===== src/rtl/countdown_pkg.sv =====
// -----------------------------------------------------------------------------
// countdown_pkg
//   Shared definitions for the countdown timer arbiter:
//     - state_t    : FSM state encoding (IDLE, LOAD, COUNT, DONE)
//     - COUNT_W    : width of the seconds counter / start value
//     - REQ_A/B    : requester bit indices (bit0 = player A, bit1 = player B)
//     - GRANT_A/B  : one-hot grant patterns
//     - rr_pick    : round-robin choice between the two requesters
//     - load_value : random value plus base offset, sized to COUNT_W
// -----------------------------------------------------------------------------
package countdown_pkg;

    localparam int unsigned COUNT_W = 6;

    localparam int unsigned REQ_A = 0;
    localparam int unsigned REQ_B = 1;

    localparam logic [1:0] GRANT_A = 2'b01;
    localparam logic [1:0] GRANT_B = 2'b10;

    typedef enum logic [1:0] {
        ST_IDLE  = 2'd0,
        ST_LOAD  = 2'd1,
        ST_COUNT = 2'd2,
        ST_DONE  = 2'd3
    } state_t;

    // With both requesters asking, the one not served last wins.
    function automatic logic [1:0] rr_pick(input logic [1:0] req,
                                           input logic [1:0] last_grant);
        logic [1:0] pick;
        pick = '0;
        if (req[REQ_A] && req[REQ_B]) begin
            pick = last_grant[REQ_A] ? GRANT_B : GRANT_A;
        end else if (req[REQ_A]) begin
            pick = GRANT_A;
        end else if (req[REQ_B]) begin
            pick = GRANT_B;
        end
        return pick;
    endfunction

    // BASE + 15 is bounded below 64, so the 6-bit sum never wraps.
    function automatic logic [COUNT_W-1:0] load_value(input logic [3:0]  rand_val,
                                                      input int unsigned base);
        return COUNT_W'(rand_val) + COUNT_W'(base);
    endfunction

endpackage


===== src/rtl/tick_prescaler.sv =====
// -----------------------------------------------------------------------------
// tick_prescaler
//   Divides the clock down to one tick per TICK_CYCLES enabled cycles.
//   The internal counter runs 0..TICK_CYCLES-1 while enable is high and
//   holds its value while enable is low.
//
//   Ports:
//     clk    in  1  rising-edge clock
//     rst_n  in  1  asynchronous active-low reset
//     clear  in  1  synchronous counter clear (dominates enable)
//     enable in  1  advance the counter this cycle
//     tick   out 1  high on the cycle the counter sits at its terminal value
//                   with enable asserted (the cycle it wraps to 0)
// -----------------------------------------------------------------------------
module tick_prescaler #(
    parameter int unsigned TICK_CYCLES = 100000000
) (
    input  logic clk,
    input  logic rst_n,
    input  logic clear,
    input  logic enable,
    output logic tick
);

    localparam int unsigned CNT_W = (TICK_CYCLES > 1) ? $clog2(TICK_CYCLES) : 1;
    localparam logic [CNT_W-1:0] TERMINAL = CNT_W'(TICK_CYCLES - 1);

    logic [CNT_W-1:0] cnt_q;
    logic             at_terminal;

    assign at_terminal = (cnt_q == TERMINAL);
    assign tick        = enable && at_terminal;

    always_ff @(posedge clk or negedge rst_n) begin
        if (!rst_n) begin
            cnt_q <= '0;
        end else if (clear) begin
            cnt_q <= '0;
        end else if (enable) begin
            if (at_terminal) begin
                cnt_q <= '0;
            end else begin
                cnt_q <= cnt_q + CNT_W'(1);
            end
        end
    end

endmodule


===== src/rtl/countdown_timer_arbiter.sv =====
// -----------------------------------------------------------------------------
// countdown_timer_arbiter
//   A single countdown timer shared by two players. A requester wins the
//   timer by round-robin arbitration, the timer is loaded with
//   rand_val + BASE_VALUE seconds and counts down once every TICK_CYCLES
//   clocks. On expiry the owner receives a one-cycle done pulse; the owner
//   may abort its own round with cancel.
//
//   Optional feature macro: COUNTDOWN_PAUSE_EN
//     Adds the pause input; while high in COUNT the countdown freezes.
//     When undefined, the port and the freeze logic do not exist.
//
//   Parameters:
//     TICK_CYCLES  clock cycles per countdown second
//     BASE_VALUE   offset added to rand_val (BASE_VALUE + 15 <= 63)
//
//   Ports:
//     clk          in   1  sole clock, rising edge
//     rst_n        in   1  asynchronous active-low reset
//     req          in   2  level requests, bit0 = A, bit1 = B (sampled in IDLE)
//     cancel       in   2  abort, honoured only on the granted bit
//     rand_val     in   4  random value from external LFSR
//     pause        in   1  freeze countdown (COUNTDOWN_PAUSE_EN only)
//     grant        out  2  one-hot timer owner, zero when idle
//     busy         out  1  high in LOAD, COUNT and DONE
//     count        out  6  remaining seconds, zero outside COUNT
//     start_value  out  6  value latched at LOAD, held until the next LOAD
//     done         out  2  one-cycle expiry pulse to the owner
// -----------------------------------------------------------------------------
module countdown_timer_arbiter
    import countdown_pkg::*;
#(
    parameter int unsigned TICK_CYCLES = 100000000,
    parameter int unsigned BASE_VALUE  = 21
) (
    input  logic               clk,
    input  logic               rst_n,
    input  logic [1:0]         req,
    input  logic [1:0]         cancel,
    input  logic [3:0]         rand_val,
`ifdef COUNTDOWN_PAUSE_EN
    input  logic               pause,
`endif
    output logic [1:0]         grant,
    output logic               busy,
    output logic [COUNT_W-1:0] count,
    output logic [COUNT_W-1:0] start_value,
    output logic [1:0]         done
);

    state_t             state_q;
    logic [1:0]         grant_q;
    logic [1:0]         last_grant_q;
    logic               busy_q;
    logic [COUNT_W-1:0] timer_q;
    logic [COUNT_W-1:0] start_q;
    logic [1:0]         done_q;

    logic               cancel_hit;
    logic               tick_clear;
    logic               tick_en;
    logic               tick;
    logic [COUNT_W-1:0] load_val;

    // Only the owner's cancel bit counts; grant is zero in IDLE/after DONE.
    assign cancel_hit = |(cancel & grant_q);
    assign load_val   = load_value(rand_val, BASE_VALUE);
    assign tick_clear = (state_q == ST_LOAD);

`ifdef COUNTDOWN_PAUSE_EN
    assign tick_en = (state_q == ST_COUNT) && !pause;
`else
    assign tick_en = (state_q == ST_COUNT);
`endif

    tick_prescaler #(
        .TICK_CYCLES (TICK_CYCLES)
    ) u_prescaler (
        .clk    (clk),
        .rst_n  (rst_n),
        .clear  (tick_clear),
        .enable (tick_en),
        .tick   (tick)
    );

    // The timer register doubles as the count output: it is loaded on the
    // LOAD edge, stays at zero in every other state, and is cleared on abort.
    always_ff @(posedge clk or negedge rst_n) begin
        if (!rst_n) begin
            state_q      <= ST_IDLE;
            grant_q      <= '0;
            last_grant_q <= GRANT_B;
            busy_q       <= 1'b0;
            timer_q      <= '0;
            start_q      <= '0;
            done_q       <= '0;
        end else begin
            done_q <= '0;
            unique case (state_q)
                ST_IDLE: begin
                    if (req != 2'b00) begin
                        grant_q <= rr_pick(req, last_grant_q);
                        busy_q  <= 1'b1;
                        state_q <= ST_LOAD;
                    end
                end

                ST_LOAD: begin
                    start_q <= load_val;
                    if (cancel_hit) begin
                        last_grant_q <= grant_q;
                        grant_q      <= '0;
                        busy_q       <= 1'b0;
                        timer_q      <= '0;
                        state_q      <= ST_IDLE;
                    end else begin
                        timer_q <= load_val;
                        state_q <= ST_COUNT;
                    end
                end

                ST_COUNT: begin
                    // Cancel is checked first so it beats a coincident
                    // decrement or expiry.
                    if (cancel_hit) begin
                        last_grant_q <= grant_q;
                        grant_q      <= '0;
                        busy_q       <= 1'b0;
                        timer_q      <= '0;
                        state_q      <= ST_IDLE;
                    end else if (tick) begin
                        if (timer_q <= COUNT_W'(1)) begin
                            timer_q <= '0;
                            done_q  <= grant_q;
                            state_q <= ST_DONE;
                        end else begin
                            timer_q <= timer_q - COUNT_W'(1);
                        end
                    end
                end

                ST_DONE: begin
                    last_grant_q <= grant_q;
                    grant_q      <= '0;
                    busy_q       <= 1'b0;
                    state_q      <= ST_IDLE;
                end

                default: begin
                    state_q <= ST_IDLE;
                end
            endcase
        end
    end

    assign grant       = grant_q;
    assign busy        = busy_q;
    assign count       = timer_q;
    assign start_value = start_q;
    assign done        = done_q;

endmodule

===== config.mk =====
export PLATFORM = sky130hd
export DESIGN_NAME = countdown_timer_arbiter
export DESIGN_NICKNAME = d
export VERILOG_FILES = /design/src/rtl/countdown_pkg.sv /design/src/rtl/tick_prescaler.sv /design/src/rtl/countdown_timer_arbiter.sv
export SDC_FILE = /design/constraint.sdc
export NUM_CORES = 1
export LEC_CHECK = 0
export BUFFER_PORTS_ARGS = -buffer_cell sky130_fd_sc_hd__buf_2
export CORE_ASPECT_RATIO = 1.5
export CORE_MARGIN = 2
export CORE_UTILIZATION = 50
export CTS_CLUSTER_DIAMETER = 50
export DETAILED_ROUTE_END_ITERATION = 10
export GPL_TIMING_DRIVEN = 0
export PLACE_DENSITY_LB_ADDON = 0.15
export SLEW_MARGIN = 20
export SYNTH_ARGS = -nofsm -noshare
export SYNTH_HDL_FRONTEND = slang
export SYNTH_SLANG_ARGS = --single-unit

===== constraint.sdc =====
create_clock -name clk -period 5.8 [get_ports clk]
set_input_delay 0.29 -clock clk [delete_from_list [all_inputs] [get_ports clk]]
set_output_delay 0.29 -clock clk [all_outputs]
set_load 0.01 [all_outputs]

## After elaboration in Yosys (flattened, before gate mapping)

Cells that the tools add are included.

- Reduce and logical (&&, ||, !) cells: 12
- Eq/ne operators: 8
- Bitwise logic cells: 1
- Add/sub/neg operators: 3
- Magnitude comparators: 1
- Mux-type cells: 30

Operators with widths:

| kind | number |
|---|---|
| 27-bit two-way mux | 3 |
| 2-bit two-way mux | 15 |
| 27-bit by 1-bit adder with 27-bit output, second input constant | 1 |
| 27-bit == test, second input constant | 1 |
| 6-bit two-way mux | 4 |
| 6-bit one-hot mux with 2 select lines | 1 |
| 2-bit one-hot mux with 4 select lines | 1 |
| 4-bit by 5-bit adder with 6-bit output, second input constant | 1 |
| 6-bit by 1-bit less-or-equal comparator with 1-bit output, second input constant | 1 |
| 3-bit inequality test, second input constant | 2 |
| 2-bit one-hot mux with 3 select lines | 1 |
| 2-bit AND reduction | 3 |
| 2-bit nonzero test | 3 |
| 6-bit by 1-bit subtractor with 6-bit output, second input constant | 1 |
| 2-bit == test, second input constant | 2 |
| 2-bit OR reduction | 2 |
| 1-bit two-way mux | 3 |
| 1-bit one-hot mux with 3 select lines | 1 |
| 3-bit AND reduction | 1 |
| 2-bit bitwise AND | 1 |
| 2-bit by 1-bit == test with 1-bit output, second input constant | 1 |
| 1-bit logical AND | 2 |
| 2-bit logical NOT | 1 |
| 2-bit by 1-bit inequality test with 1-bit output, second input constant | 1 |
| 2 further kinds | 2 |

- Logic and storage cells: 63
- Input bits: 10
- Register bits after elaboration: 47
- Output and inout bits: 17

## Longest topological paths before layout

- Depth in word-level cells: 5
- Mapped depth: 9

## Hierarchy

A second synthesis with hierarchy kept.

- Cell total of the unflattened synthesis: 278
- Area, all modules: 2703.8 um2

By module, submodules not included:

| module | area an instance (um2) | cells an instance | instances |
|---|---|---|---|
| tick_prescaler | 1574.0 | 166 | 1 |
| countdown_timer_arbiter | 1129.8 | 112 | 1 |

## Worst setup path before layout

OpenSTA, ideal clock, no wires.

- Kind: register to register
- Start point: register state_q[0]
- End point: register u_prescaler.cnt_q[24]
- Library setup time: 0.121 ns
- Slack: 3.880 ns
- Arrival time: 1.799 ns
- Period minus slack after synthesis: 1.920 ns
- Stages on the path, launching flop included: 9
- Buffers on the path: 1
- Cells stage by stage: dfrtp_1 inv_1 ha_1 buf_2 and4_1 nand4_2 nor4_2 xnor2_1 nor2_1

- Word-level cells in the longest chain between the ends: 2
- Elaborated cells on any way between the ends: 4
- Classes of those cells: eq/ne (2); mux (1); reduce/logical (1)

Ends and longest elaborated chain:

| what | line | text |
|---|---|---|
| start, declared | countdown_timer_arbiter.sv:51 | `state_t state_q;` |
| start signal, assigned | countdown_timer_arbiter.sv:90 | `state_q <= ST_IDLE;` |
| start signal, assigned | countdown_timer_arbiter.sv:104 | `state_q <= ST_LOAD;` |
| start signal, assigned | countdown_timer_arbiter.sv:115 | `state_q <= ST_IDLE;` |
| 2-bit by 1-bit == test with 1-bit output or 2-bit == test (tied branches) | countdown_timer_arbiter.sv:68, countdown_timer_arbiter.sv:73 |  |
| 27-bit two-way mux or 2-bit nonzero test (tied branches) | - |  |
| end signal, assigned | tick_prescaler.sv:43 | `cnt_q <= cnt_q + CNT_W'(1);` |
| end, declared | tick_prescaler.sv:28 | `logic [CNT_W-1:0] cnt_q;` |

Several ways; a longest one is shown, not always the timed one.
A chain may end at the register's enable or synchronous reset.

## Final worst setup path

- Start point: register state_q[0]
- End point: register u_prescaler.cnt_q[26]

The elaborated chain is that of the path after synthesis.

==> flow_summary.toml <==
[sta]
holdWs_ns = -0.0103
finalCritPeriodShare_pct = 39.0
grt_setup_unrepaired = "no"
setup_violations = 0
fin_setup_tns_ns = 0
tightest_slew_ns = 0.597
drv_slew = 0
final-hold-violation-count = 29
fmax_ghz = 0.442
setup_slack_ns = 3.54
slew_headroom_pct = 60.2
clock-skew-final_ns = 0.00945
min_period_ns = 2.26

[detailed_routing]
post_drt_wl_per_cell_um = 14.7
drc = 0
routed_wl_um = 5380
drt_iter0_drc = 73
avgViaCountPerCell = 5.70
vias = 2091
ant_nets = 0
first_pass_iters = 4

[synth]
synth_fp_nets = 283
synthCells = 265
ys.flop_type = "dfrtp_1"
ys_seq_elements = 47
yosys_warnings = 0
synth_edf_count = 0
synthArstFlopShare_pct = 100
avgSynthCellArea_um2 = 9.95
netlist_area_mm2 = 0.00264
ys_types = 50
seq_area_frac_synth_pct = 44.6

[final_layout]
layout_common_cells = "dfrtp_1, buf_2, nor2_1, nand2_1, o21ai_0"
drive_gt1_share_pct = 19.7
final_cell_area_mm2 = 0.00299
fin_nets = 316
diodes = 0
n_fill_cell = 495
final_common_cell = "dfrtp_1"
areaGrowthSynthToFinish_pct = 13.3

[global_route]
grt_max_degree = 48
grt_pass1_vias = 2066
antenna_found_initial = 0
globalRouteTotalUtil_pct = 20.6
grt_overflow_total = 0
grt_pass1_wl_um = 9600

[die]
dieWidth_um = 63.3
dieArea_mm2 = 0.00588
io_pins = 27
core_mm2 = 0.00512
start_util_pct = 51.4
die_h_um = 92.9
placementRows = 32

[power_and_ir_drop]
ir_drop_v = 0.000246
p_leak_nw = 1.35
power_density_mw_per_mm2 = 411
power_mw = 1.23

[worst_setup_path]
crit_type = "register to register"
cpPeakStageDelay_ns = 0.39
cp.required_ns = 5.99
cp_cell_sequence = "inv_1 > ha_1 > buf_2 > and4_1 > nand4_2 > nor3_1 > xnor2_1 > nor2_1"
crit_fanout = 10
crit_arrival_ns = 2.45
reg2reg_depth = 8
critPathLaunchType = "register"
crit_slowest_cell = "dfrtp_1"
endpoint_kind = "register"

[cts]
cts_tree = "built"
cts-buffers-inserted = 5
hold_buffers = 0
htreeDepth = 2
clock_sinks = 47
post_cts_buffers = 0
clk_pin_slew_ns = 0.08
cts_resized = 0
clk_latency_ns = 0.31
clockBufferDepth = 2
cts-root-buf = "clkbuf_8"

[placement]
post-dp-hpwl_um = 3900
gp_congestion = 0.804
portBuffers = 26
place_ws_ns = 3.56
placed_area_mm2 = 0.00285

[worst_hold_path]
hp-class = "input pin to async pin"

[job]
drv_cap = 0

[run_status]
violations = "hold timing"
status = "finished with violations"
metal layers:
metal	GRT usage (%)	up-vias	share of wire [%]
li1	-	1013	-
met1	23.4	1041	42
met2	38.3	28	54
met3	3.04	9	2.3
met4	7.79	0	1.9
met5	0	-	0
cell usage after synthesis (3+ instances only):
library cell	n	share of area (%)
clkbuf_1	3	0.43
inv_1	12	1.7
xnor2_1	10	3.3
buf_2	6	1.1
xor2_1	10	3.3
nor4bb_1	3	1.1
and4_1	6	2.0
and2_1	3	0.71
nor4_1	4	0.95
mux2_2	8	3.4
ha_1	8	3.8
and3_1	5	1.2
or3_1	4	0.95
nand3_1	7	1.3
mux2i_1	3	1.1
nand2_1	17	2.4
o22ai_1	3	0.71
nor3b_1	5	1.4
nor3_1	4	0.76
nand2b_1	3	0.71
a21oi_1	11	2.1
nor2b_1	3	0.71
nand4_1	8	1.9
dfrtp_1	47	45
o21ai_0	16	3.0
nor2_1	29	4.1
path summary, 6_finish.rpt:
kind	from	to	slack (ns)
max	state_q[0]$_DFFE_PN0P_	u_prescaler.cnt_q[26]$_DFFE_PN0P_	3.54
min	rst_n	u_prescaler.cnt_q[20]$_DFFE_PN0P_	-0.01
max reg2reg	state_q[0]$_DFFE_PN0P_	u_prescaler.cnt_q[26]$_DFFE_PN0P_	3.54
min reg2reg	start_value[3]$_DFFE_PN0P_	start_value[3]$_DFFE_PN0P_	0.51
max in group asynchronous	rst_n	u_prescaler.cnt_q[4]$_DFFE_PN0P_	5.41
min in group clk	req[0]	grant[0]$_DFFE_PN0P_	0.28
kinds of logic (layout without fill, tap and decap cells):
kind of cell | after synthesis | count (layout) | synth area share, %
AO/OA/AOI/OAI | 48 | 48 | 12.3
XOR/XNOR | 20 | 20 | 6.64
adder cells (fa/ha/maj) | 8 | 8 | 3.80
buffers and inverters | 22 | 56 | 3.46
flip-flops | 47 | 47 | 44.6
multiplexers | 11 | 11 | 4.56
AND/OR/NAND/NOR | 109 | 109 | 24.6
through the flow:
stage	cells	hold WS (ns)	util, %
6_report	367	-0.0103	58.3
5_1_grt	367	0.0392	58.3
4_1_cts	367	0.211	58.2
3_5_place_dp	359	0.492	55.6
3_3_place_gp	359	0.487	55.6
2_1_floorplan	265	-0.00559	-
registers in the layout, indices dropped and copies added, names as in the netlist:
signal and flops:
start_value 6, busy 1, state_q 2, u_prescaler.cnt_q 27, count 6, done 2, grant 2, last_grant_q 1
power breakdown:
part / switching [mW] / internal [mW] / total (mW)
clock network: 0.111 / 0.172 / 0.283
logic: 0.292 / 0.203 / 0.495
registers: 0.0534 / 0.396 / 0.449
worst max-delay path, delay by kind of cell, from the launching register on:
| family | cells | cell delay [ns] |
|---|---|---|
| flip-flops | 1 | 0.39 |
| AND/OR/NAND/NOR | 4 | 1.03 |
| buffers and inverters | 2 | 0.28 |
| adder cells (fa/ha/maj) | 1 | 0.27 |
| XOR/XNOR | 1 | 0.16 |
cell type report:
cell class	count	area [um2]	share of cell area [%]
clock inverters	2	60.1	2.01
inverters	12	45.0	1.51
repair buffers	26	133	4.44
plain buffers	10	46.3	1.55
well taps	68	85.1	2.85
flip-flops and latches	47	1180	39.4
multi-input cells	196	1370	45.8
clock buffers	6	72.6	2.43
Power figures use the tool's default switching activity.
